`config.mk`:
```
export PLATFORM = sky130hd
export DESIGN_NAME = binary_decrementer_serial
export DESIGN_NICKNAME = d
export VERILOG_FILES = /design/src/rtl/binary_decrementer_serial.sv
export SDC_FILE = /design/constraint.sdc
export NUM_CORES = 1
export LEC_CHECK = 0
export ABC_AREA = 1
export BUFFER_PORTS_ARGS = -buffer_cell sky130_fd_sc_hd__buf_2
export CORE_MARGIN = 10
export CORE_UTILIZATION = 30
export CTS_CLUSTER_DIAMETER = 200
export CTS_CLUSTER_SIZE = 24
export DETAILED_ROUTE_END_ITERATION = 16
export PLACE_DENSITY = 0.59
export SLEW_MARGIN = 20
export SYNTH_ARGS = -nofsm -noshare
export SYNTH_HDL_FRONTEND = slang
export SYNTH_SLANG_ARGS = --single-unit
```
`constraint.sdc`:
```
create_clock -name clk -period 1 [get_ports clk]
set_input_delay 0.1 -clock clk [delete_from_list [all_inputs] [get_ports clk]]
set_output_delay 0.1 -clock clk [all_outputs]
set_load 0.03 [all_outputs]
```
`src/rtl/binary_decrementer_serial.sv`:
```
// Bit-serial A-1 decrementer: one half-subtractor plus a borrow flop, LSB first.
// A start/busy/done handshake sequences it; z/Bout update only on the edge entering DONE.
module binary_decrementer_serial #(
    parameter int unsigned WIDTH = 4
) (
    input  logic             clk,
    input  logic             rst,
    input  logic             start,
    input  logic [WIDTH-1:0] A,
    output logic             busy,
    output logic             done,
    output logic [WIDTH-1:0] z,
    output logic             Bout
);

    localparam int unsigned    IW   = (WIDTH > 1) ? $clog2(WIDTH) : 1;
    localparam logic [IW-1:0]  LAST = IW'(WIDTH - 1);

    typedef enum logic [1:0] {
        IDLE,
        SHIFT,
        DONE
    } state_t;

    state_t           state_q, state_d;
    logic [WIDTH-1:0] work_q, work_d;
    logic             borrow_q, borrow_d;
    logic [IW-1:0]    idx_q, idx_d;
    logic [WIDTH-1:0] z_q, z_d;
    logic             bout_q, bout_d;
    logic             diff_bit;
    logic             borrow_nxt;

    always_ff @(posedge clk) begin
        if (rst) begin
            state_q  <= IDLE;
            work_q   <= '0;
            borrow_q <= 1'b0;
            idx_q    <= '0;
            z_q      <= '0;
            bout_q   <= 1'b0;
        end else begin
            state_q  <= state_d;
            work_q   <= work_d;
            borrow_q <= borrow_d;
            idx_q    <= idx_d;
            z_q      <= z_d;
            bout_q   <= bout_d;
        end
    end

    // Work register shifts right; each difference bit re-enters at the MSB,
    // so after WIDTH shifts it holds the full result in order.
    always_comb begin
        state_d    = state_q;
        work_d     = work_q;
        borrow_d   = borrow_q;
        idx_d      = idx_q;
        z_d        = z_q;
        bout_d     = bout_q;
        diff_bit   = work_q[0] ^ borrow_q;
        borrow_nxt = ~work_q[0] & borrow_q;

        unique case (state_q)
            IDLE: begin
                if (start) begin
                    work_d   = A;
                    borrow_d = 1'b1;
                    idx_d    = '0;
                    state_d  = SHIFT;
                end
            end
            SHIFT: begin
                work_d   = {diff_bit, work_q[WIDTH-1:1]};
                borrow_d = borrow_nxt;
                idx_d    = idx_q + IW'(1);
                if (idx_q == LAST) begin
                    z_d     = {diff_bit, work_q[WIDTH-1:1]};
                    bout_d  = borrow_nxt;
                    state_d = DONE;
                end
            end
            DONE: begin
                state_d = IDLE;
            end
            default: begin
                state_d = IDLE;
            end
        endcase
    end

    assign busy = (state_q == SHIFT);
    assign done = (state_q == DONE);
    assign z    = z_q;
    assign Bout = bout_q;

endmodule

```
==> results.ini, run 1 <==
[run_status]
status=finished with violations
violations=negative setup slack

[clock_network]
clkLatencyLatePin_ns=0.29
cts_buffers=3
postCtsHoldBufs=0
cts_max_path_buffers=2
cts_tree=done
clk_pin_slew_ns=0.09
cts_root_buf=clkbuf_4
numClockSinks=14
cts_max_level=1

[timing]
fin_crit_ns=1.14
finalHoldViolations=0
fin_skew_ns=0.00114
slew-limit-headroom_pct=83.7
max_freq_mhz=879
worstMarginPinSlew_ns=0.245
setup_viol=12
rsz0062_at_grt=yes
timing.final.ws_setup_ns=-0.138
fin_hold_ws_ns=0.107
finalCritPeriodShare_pct=114
finalSetupTns_ns=-0.849
slew_violations=0

[synthesis]
synth-warning-count=0
syn-num-nets=101
syn_avg_cell_area_um2=7.18
seq_area_frac_synth_pct=42.4
syn_area_um2=661
yosysUniqueCellTypes=15
ys_seq_elements=14
postSynthCellCount=92

[worst_setup_path]
cp-end-kind=output port
r2r_slack_ns=-0.10
path_depth=3
critPathRequiredTime_ns=0.90
critPathMaxFanout=4
critPathSlowestCell=dfxtp_4
max_stage_delay_ns=0.40
cp_data_arrival_time_ns=1.04
crit_type=flip-flop to output port
critical_path_buf_inv_count=2
start_kind=flip-flop
r2r-start=state_q[0]
path_cells=inv_4 > nor2_4 > buf_6
worstRegToRegCells=7
reg2reg_to=z[0]
cp_top_family=flip-flops

[floorplanning]
initial_core_util_pct=32.7
die_area_um2=4480
core_um2=2020
ios=14
rows=16
die_w_um=66.9
die_h_um=66.9

[power]
total_power_w=0.00132
netSwitchingFraction_pct=29.0
p_sw_w=0.000383
irDropWorstVdd_mv=0.587
p_int_w=0.000936
power_frac_seq_pct=46.8
combPwrFrac_pct=20.4
leakagePower_nw=0.505
power_density_nw_per_um2=1330
clkPwrFrac_pct=32.8

[worst_hold_path]
worstHoldEndpoint=work_q[0]
hold_class=input port to flip-flop
holdPathStages=4
hold_start=rst

[placement]
port_buffers=13
place.gp.congestion=0.849
dpl.cell_count=136
dp_hpwl_um=1170

[route]
wl_met2_um=1080
wl_met3_um=103
top_layer=met4
via_count=678
wl_per_cell_um=13.3
post-route-drc-count=0
first_pass_iters=3
wl_um=1990
m1WireLength_um=721
postRouteAntennaNets=0
avgViaCountPerCell=4.55
first_iter_violations=11

[grt]
antenna_found_initial=0
overflow=0
grt_max_degree=10
grt_pass1_vias=664
grt_usage_pct=8.38
grt_first_pass_wirelength_um=2830

[layout]
nets=132
drive_gt1_share_pct=45.1
multi_input_area_um2=364
final_util_pct=48.9
seq_area_um2=287
fin_cells=149
nFillCells=194
insertedDiodeCount=0
area_growth_pct=49.8

[flow_run]
cap_violations=0

layout by cell type (no fill, tap or decap), drive strengths merged:
master / netlist / layout
inv: 12 / 12
nand2: 31 / 31
ha: 2 / 2
clkbuf: 0 / 4
buf: 3 / 29
nand3: 9 / 9
a21oi: 3 / 3
dfxtp: 14 / 14
o21ai: 3 / 3
nor2: 15 / 15
worst max-delay path by stage:
stage | startpoint | endpoint | slack (ns)
6_report | state_q[0] | busy | -0.14
2_1_floorplan | state_q[0] | z[0] | -0.09
3_3_place_gp | work_q[0] | work_q[3] | -0.02
3_5_place_dp | work_q[0] | work_q[3] | -0.02
4_1_cts | state_q[1] | done | -0.11
5_1_grt | state_q[0] | z[0] | -0.18
power by group through the flow:
stage                     Clock, W  Combinational (W)  Sequential [W]
after floorplan                  0           0.000133        0.000614
final                     0.000432           0.000269        0.000617
after global routing      0.000452           0.000297        0.000620
after CTS                 0.000434           0.000219        0.000611
after global placement           0           0.000178        0.000624
after detailed placement         0           0.000177        0.000624
what timing repair did:
item,CTS,global route
gates resized for setup,16,14
pin swaps,8,6
setup endpoints to repair,8,14
cloned,0,1
buffers inserted,6,2
registers in the layout, indices dropped and copies added (netlist names):
register,count
Bout,1
borrow_q,1
idx_q,2
state_q,2
work_q,4
z,4
cells in the mapped netlist (all sizes together):
library cell	n	area, µm²
nand3	9	45.0
a21oi	3	15.0
nor2	15	80.1
o21ai	3	18.8
buf	3	27.5
ha	2	25.0
dfxtp	14	280
nand2	31	124
inv	12	45.0
logic make-up (layout without fill, tap and decap cells):
| group | after synthesis | count (layout) | synth area share [%] |
|---|---|---|---|
| AO/OA/AOI/OAI | 6 | 6 | 5.11 |
| adder cells (fa/ha/maj) | 2 | 2 | 3.79 |
| buffers and inverters | 15 | 45 | 11.0 |
| flip-flops | 14 | 14 | 42.4 |
| AND/OR/NAND/NOR | 55 | 55 | 37.7 |
tightest hold or removal path: cells and delay by family:
kind / cells / cell delay, ns
simple gates: 2 / 0.11
buf+inv: 2 / 0.16
routing by layer:
metal	track usage, %	vias to the layer above
met2	14.5	12
met4	8.21	0
met5	0	-
met1	7.66	313
li1	-	346
met3	2.34	7
per-stage QoR:
step	instance area [µm²]	setup slack (ns)
floorplan	664	-0.0895
global placement	788	-0.0186
detailed placement	788	-0.0152
CTS	916	-0.107
global route	990	-0.177
finish	990	-0.138
layout make-up:
cell class              count  area share (%)
flip-flops and latches     14            29.0
repair buffers             29            22.4
clock buffers               4            3.67
well taps                  27            3.41
multi-input cells          63            36.8
inverters                  12            4.80
(Power assumes the default switching activity.)
==> run 2: changes to the inputs <==
- ABC_AREA: 1 -> unset
==> run 2 against run 1 <==
Net effect:
- the flow still finishes with violations (negative setup slack)
- sequential cell count unchanged
- total power fell by 15%
- final cell count is 24% lower
- maximum frequency grew 4.2%
- setup slack gained 0.046 ns
- clock-buffer cell count shrank 1
- critical path depth shrank 1
- critical endpoint unchanged
- largest power group unchanged
==> results.ini, run 2 <==
[power]
power_density_nw_per_um2=1280  ; -3.8%
power_frac_seq_pct=54.5  ; +7.7 points
leakagePower_nw=0.354  ; -30%
combPwrFrac_pct=18.4  ; -2.0 points
irDropWorstVdd_mv=0.521  ; -11%
p_sw_w=0.000295  ; -23%
total_power_w=0.00113  ; -15%
netSwitchingFraction_pct=26.2  ; -2.8 points
p_int_w=0.000830  ; -11%
clkPwrFrac_pct=27.1  ; -5.7 points

[clock_network]
clkLatencyLatePin_ns=0.27  ; -0.02 ns
cts_tree=done
cts_root_buf=clkbuf_4
clk_pin_slew_ns=0.08  ; about the same
cts_max_path_buffers=2  ; unchanged
cts_max_level=1  ; unchanged
postCtsHoldBufs=0  ; unchanged
cts_buffers=3  ; unchanged
numClockSinks=14  ; unchanged

[synthesis]
syn_area_um2=616  ; -6.8%
postSynthCellCount=65  ; -29%
seq_area_frac_synth_pct=45.5  ; +3.1 points
syn-num-nets=74  ; -27%
synth.top_cells.by_count=dfxtp_1, nor2_1, a21oi_1
syn_avg_cell_area_um2=9.47  ; +32%
synth_top_flop_cell=dfxtp_1
synth_area_leaders=dfxtp_1, mux2i_1, buf_6
synth-async-reset-ratio_pct=0  ; unchanged
synth_edf_count=0  ; unchanged
synth-warning-count=0  ; unchanged
ys_seq_elements=14  ; unchanged
synth_top_cell_by_area=dfxtp_1
synth_top_area_share_pct=45.5  ; +3.1 points
synth.most_common_cell=dfxtp_1
yosysUniqueCellTypes=18  ; +3

[grt]
antenna_found_initial=0  ; unchanged
grt_max_degree=15  ; +5
top_usage_layer=met2
overflow=0  ; unchanged
grt_usage_pct=6.34  ; -2.0 points
use_met3_pct=2.37  ; +0.032 points
grt_first_pass_wirelength_um=2090  ; -26%
grt_pass1_vias=523  ; -21%
met2_usage_pct=9.88  ; -4.6 points
grt_util_met1_pct=6.27  ; -1.4 points

[run_status]
status=finished with violations
violations=negative setup slack

[worst_setup_path]
start_kind=flip-flop
max_stage_delay_ns=0.33  ; -0.07 ns
cp_data_arrival_time_ns=0.99  ; -0.05 ns
critical_path_buf_inv_count=1  ; -1
cp_top_family=flip-flops
worstRegToRegCells=4  ; -3
path_cells=and2b_4 > buf_6
path_depth=2  ; -1
critPathSlowestCell=dfxtp_2
critPathRequiredTime_ns=0.90  ; about the same
crit_type=flip-flop to output port
critPathMaxFanout=3  ; -1
cp-end-kind=output port

[route]
avgViaCountPerCell=4.59  ; +0.94%
wl_um=1420  ; -29%
post-route-drc-count=0  ; unchanged
postRouteAntennaNets=0  ; unchanged
wl_per_cell_um=12.5  ; -6.1%
first_iter_violations=17  ; +6
first_pass_iters=4  ; +1
via_count=519  ; -23%

[layout]
insertedDiodeCount=0  ; unchanged
fin_cells=113  ; -24%
nets=97  ; -27%
final_cell_mix=buf_2, dfxtp_1, nand2_1, buf_6, buf_4
mostFrequentLayoutCell=buf_2
seq_area_um2=292  ; +1.7%
multi_input_area_um2=367  ; +0.69%
nFillCells=217  ; +12%
area_growth_pct=42.7
drive_gt1_share_pct=55.8  ; +11 points
final_area_um2=878  ; -11%

[worst_hold_path]
holdPathStages=3  ; -1
hold_class=input port to flip-flop

[timing]
slew_violations=0  ; unchanged
rsz0062_at_grt=yes
worstMarginPinSlew_ns=0.309  ; +0.0642 ns
finalCritPeriodShare_pct=109  ; -4.6 points
fin_skew_ns=0.00229  ; +0.00115 ns
setup_viol=14  ; +2
slew-limit-headroom_pct=79.4  ; -4.3 points
max_freq_mhz=916  ; +4.2%
timing.final.ws_setup_ns=-0.0919  ; +0.0462 ns
fin_crit_ns=1.09  ; -0.0462 ns
finalHoldViolations=0  ; unchanged

[placement]
dpl.cell_count=106  ; -22%
dpl_cell_area_um2=736  ; -6.7%
dp_hpwl_um=929  ; -20%
place.gp.congestion=0.761  ; -10%
port_buffers=13  ; unchanged

[flow_run]
cap_violations=0  ; unchanged

[floorplanning]
die_area_um2=4260  ; -4.8%
core_um2=1960  ; -3.0%
ios=14  ; unchanged
rows=16  ; unchanged
initial_core_util_pct=31.4  ; -1.3 points
die_h_um=65.3  ; -2.4%
die_w_um=65.3  ; -2.4%

==> run 2: changes by cell type after synthesis, sizes merged, moves of 2 or more <==
| cell | before | now |
|---|---|---|
| nor2 | 15 | 8 |
| a211oi | 0 | 6 |
| inv | 12 | 4 |
| nor3 | 0 | 2 |
| o21ai | 3 | 0 |
| mux2i | 0 | 5 |
| nand2 | 31 | 5 |
| nand3 | 9 | 4 |
| a21oi | 3 | 6 |
==> run 2: cell type report <==
| type | count | area share (%) |
|---|---|---|
| repair buffers | 21 | 17.0 |
| well taps | 27 | 3.85 |
| clock buffers | 3 | 2.56 |
| flip-flops and latches | 14 | 33.2 |
| inverters | 4 | 1.71 |
| multi-input cells | 44 | 41.7 |
==> run 2: final timing paths <==
check                           startpoint        end  slack, ns
worst min register to register        z[1]       z[1]       0.45
worst max-delay path            state_q[1]       busy      -0.09
worst max register to register  state_q[1]  work_q[3]      -0.06
worst min-delay path                  A[1]  work_q[1]       0.15
==> run 2: what timing repair did <==
item	in CTS	in global routing
setup endpoints to repair	14	14
pin swaps	1	8
setup buffers	1	2
gates cloned	0	1
resized for setup	10	17
==> run 2: logic make-up (layout without fill, tap and decap cells) <==
family / after synthesis / count (layout) / share of synthesized area (%)
adder cells (fa/ha/maj): 2 / 2 / 4.06
multiplexers: 5 / 5 / 8.13
AND/OR/NAND/NOR: 23 / 23 / 17.3
flip-flops: 14 / 14 / 45.5
AO/OA/AOI/OAI: 13 / 14 / 16.5
buffers and inverters: 8 / 28 / 8.53
==> run 2: metal layers <==
metal	vias up	share of wire (%)
met5	-	0
met4	0	2.0
met3	2	5.7
met2	12	47
met1	237	45
li1	268	-
==> run 2: worst min-delay path: cells and delay by family <==
kind | cells | cell delay [ns]
buffers and inverters | 1 | 0.09
muxes | 1 | 0.11
AOI/OAI and AO/OA | 1 | 0.08
==> run 2: through the flow <==
step | utilization (%) | setup TNS (ns) | hold slack [ns] | setup WS (ns)
after floorplan | - | -0.0921 | 0.165 | -0.0188
after global placement | 37.5 | -0.498 | 0.411 | -0.0646
after detailed placement | 37.5 | -0.701 | 0.430 | -0.0837
after CTS | 40.1 | -0.899 | 0.131 | -0.115
after global routing | 44.8 | -1.43 | 0.177 | -0.138
final | 44.8 | -0.543 | 0.153 | -0.0919
==> run 2: power groups by stage <==
stage	Clock [W]	Sequential [W]	Combinational, W
final	0.000305	0.000614	0.000207
after floorplan	0	0.000617	0.000123
after detailed placement	0	0.000620	0.000156
after global placement	0	0.000620	0.000152
after global routing	0.000342	0.000617	0.000227
after CTS	0.000330	0.000609	0.000168
==> run 3: changes to the inputs <==
- CTS_BUF_LIST: unset -> sky130_fd_sc_hd__clkbuf_4 sky130_fd_sc_hd__clkbuf_8
- clock period: 1 -> 1.3 ns (I/O delays scaled with it)
==> run 3 against run 2 <==
Net effect:
- the flow now finishes without violations
- global-route usage is 0.14 points higher
- register-to-register slack better by 0.24 ns
- sequential cell count stayed put
- hold slack better by 0.021 ns
- final area is 18% lower
- first-iteration DRC count is 65% lower
- via count is 6.9% lower
- critical path type unchanged
- critical endpoint unchanged
==> results.ini, run 3 (synthesized netlist as in run 2, its figures left out) <==
[layout]
nets=91  ; -6.2%
drive_gt1_share_pct=30.0  ; -26 points
area_growth_pct=17.7
final_area_um2=724  ; -18%
insertedDiodeCount=0  ; unchanged
final_cell_mix=dfxtp_1, buf_2, nor2_1, a21oi_1

[grt]
use_met3_pct=3.56  ; +1.2 points
grt_pass1_vias=504  ; -3.6%
grt_usage_pct=6.48  ; +0.14 points
grt_util_met1_pct=7.61  ; +1.3 points
top_usage_layer=met2
met2_usage_pct=9.63  ; -0.24 points
grt_max_degree=15  ; unchanged
grt_first_pass_wirelength_um=2210  ; +5.9%
overflow=0  ; unchanged
antenna_found_initial=0  ; unchanged

[route]
postRouteAntennaNets=0  ; unchanged
avgViaCountPerCell=4.51  ; -1.7%
first_pass_iters=3  ; -1
wl_per_cell_um=11.7  ; -6.5%
first_iter_violations=6  ; -11
via_count=483  ; -6.9%
wl_um=1260  ; -11%
post-route-drc-count=0  ; unchanged

[clock_network]
clk_pin_slew_ns=0.08  ; about the same
cts_max_level=1  ; unchanged
clkLatencyLatePin_ns=0.27  ; about the same
cts_buffers=3  ; unchanged
numClockSinks=14  ; unchanged
cts_root_buf=clkbuf_4
cts_max_path_buffers=2  ; unchanged
cts_tree=done

[timing]
timing.final.ws_setup_ns=0.0900  ; +0.182 ns
worstMarginPinSlew_ns=0.275  ; -0.0343 ns
fin_hold_ws_ns=0.173  ; +0.0206 ns
rsz0062_at_grt=no
slew_violations=0  ; unchanged
finalSetupTns_ns=0  ; +0.543 ns
fin_crit_ns=1.21
max_freq_mhz=826
finalHoldViolations=0  ; unchanged
fin_skew_ns=0.00262  ; +0.000335 ns
setup_viol=0  ; -14
slew-limit-headroom_pct=81.7  ; +2.3 points
finalCritPeriodShare_pct=93.1

[placement]
dp_slack_ns=0.154  ; +0.238 ns
port_buffers=13  ; unchanged
place.gp.congestion=0.780  ; +2.4%
dp_hpwl_um=937  ; +0.94%
dpl_cell_area_um2=692  ; -6.0%

[floorplanning]
die_area_um2=4260  ; unchanged
die_w_um=65.3  ; unchanged
ios=14  ; unchanged
rows=16  ; unchanged
die_h_um=65.3  ; unchanged
core_um2=1960  ; unchanged
initial_core_util_pct=31.4  ; unchanged

[power]
leakagePower_nw=0.313  ; -11%
power_density_nw_per_um2=1120  ; -13%
irDropWorstVdd_mv=0.765  ; +47%

[run_status]
status=finished clean

[worst_setup_path]
critPathMaxFanout=5  ; +2
critPathRequiredTime_ns=1.17  ; +0.27 ns
cp-end-kind=output port
cp_data_arrival_time_ns=1.08  ; +0.09 ns
crit_type=flip-flop to output port
start_kind=flip-flop
worstRegToRegCells=4  ; unchanged
reg2reg_to=z[3]
r2r-start=state_q[1]
r2r_slack_ns=0.18  ; +0.24 ns

[worst_hold_path]
hold_class=input port to flip-flop
hold_start=start
worstHoldEndpoint=state_q[0]
holdPathStages=3  ; unchanged

[flow_run]
cap_violations=0  ; unchanged

[run 3: cell count changes in the layout (fill, tap and decap cells not counted), moves of 4 or more]
| cell | previous run | this run |
|---|---|---|
| dfxtp_1 | 9 | 13 |
| nor2_2 | 4 | 0 |
| buf_6 | 5 | 0 |
| nor2_1 | 4 | 8 |
[run 3: cell type report]
cell class / instances / area (µm²)
fillers: 239 / 1240
inverters: 4 / 15.0
well taps: 27 / 33.8
flip-flops and latches: 14 / 282
multi-input cells: 43 / 284
clock buffers: 3 / 22.5
repair buffers: 16 / 87.6
[run 3: layer usage]
metal  wire length (µm)  part of all wire (%)
met5                  0                     0
met4                 23                   1.8
met3                 93                   7.4
met2                568                    45
met1                570                    45
[run 3: worst max path at each step]
stage | end | startpoint | depth (start not counted)
floorplan | Bout | idx_q[0] | 4
global placement | busy | state_q[0] | 2
detailed placement | busy | state_q[0] | 2
CTS | busy | state_q[0] | 2
global route | busy | state_q[1] | 2
finish | busy | state_q[1] | 2
[run 3: worst max-delay path, stage by stage (launching register included)]
cell,delay [ns]
dfxtp_1,0.38
and2b_2,0.25
buf_2,0.18
[run 3: repair_timing]
item,CTS,global route
endpoints found under the setup margin,1,1
buffers inserted,1,0
resized for setup,1,1
hold buffers,0,0
[run 3: report_power, final]
| group | leakage [nW] | switching (W) | internal [W] | total, W |
|---|---|---|---|---|
| Combinational | 0.184 | 0.0000571 | 0.0000492 | 0.000106 |
| Clock | 0.0138 | 0.000126 | 0.000107 | 0.000233 |
| Sequential | 0.115 | 0.0000190 | 0.000451 | 0.000470 |
| Total | 0.313 | 0.000202 | 0.000607 | 0.000809 |
[run 3: stage by stage]
step,total power (W),instances,utilization [%]
after CTS,0.000821,107,36.9
final,0.000809,107,36.9
after floorplan,0.000563,65,-
after global placement,0.000581,103,35.3
after detailed placement,0.000582,103,35.3
after global routing,0.000857,107,36.9
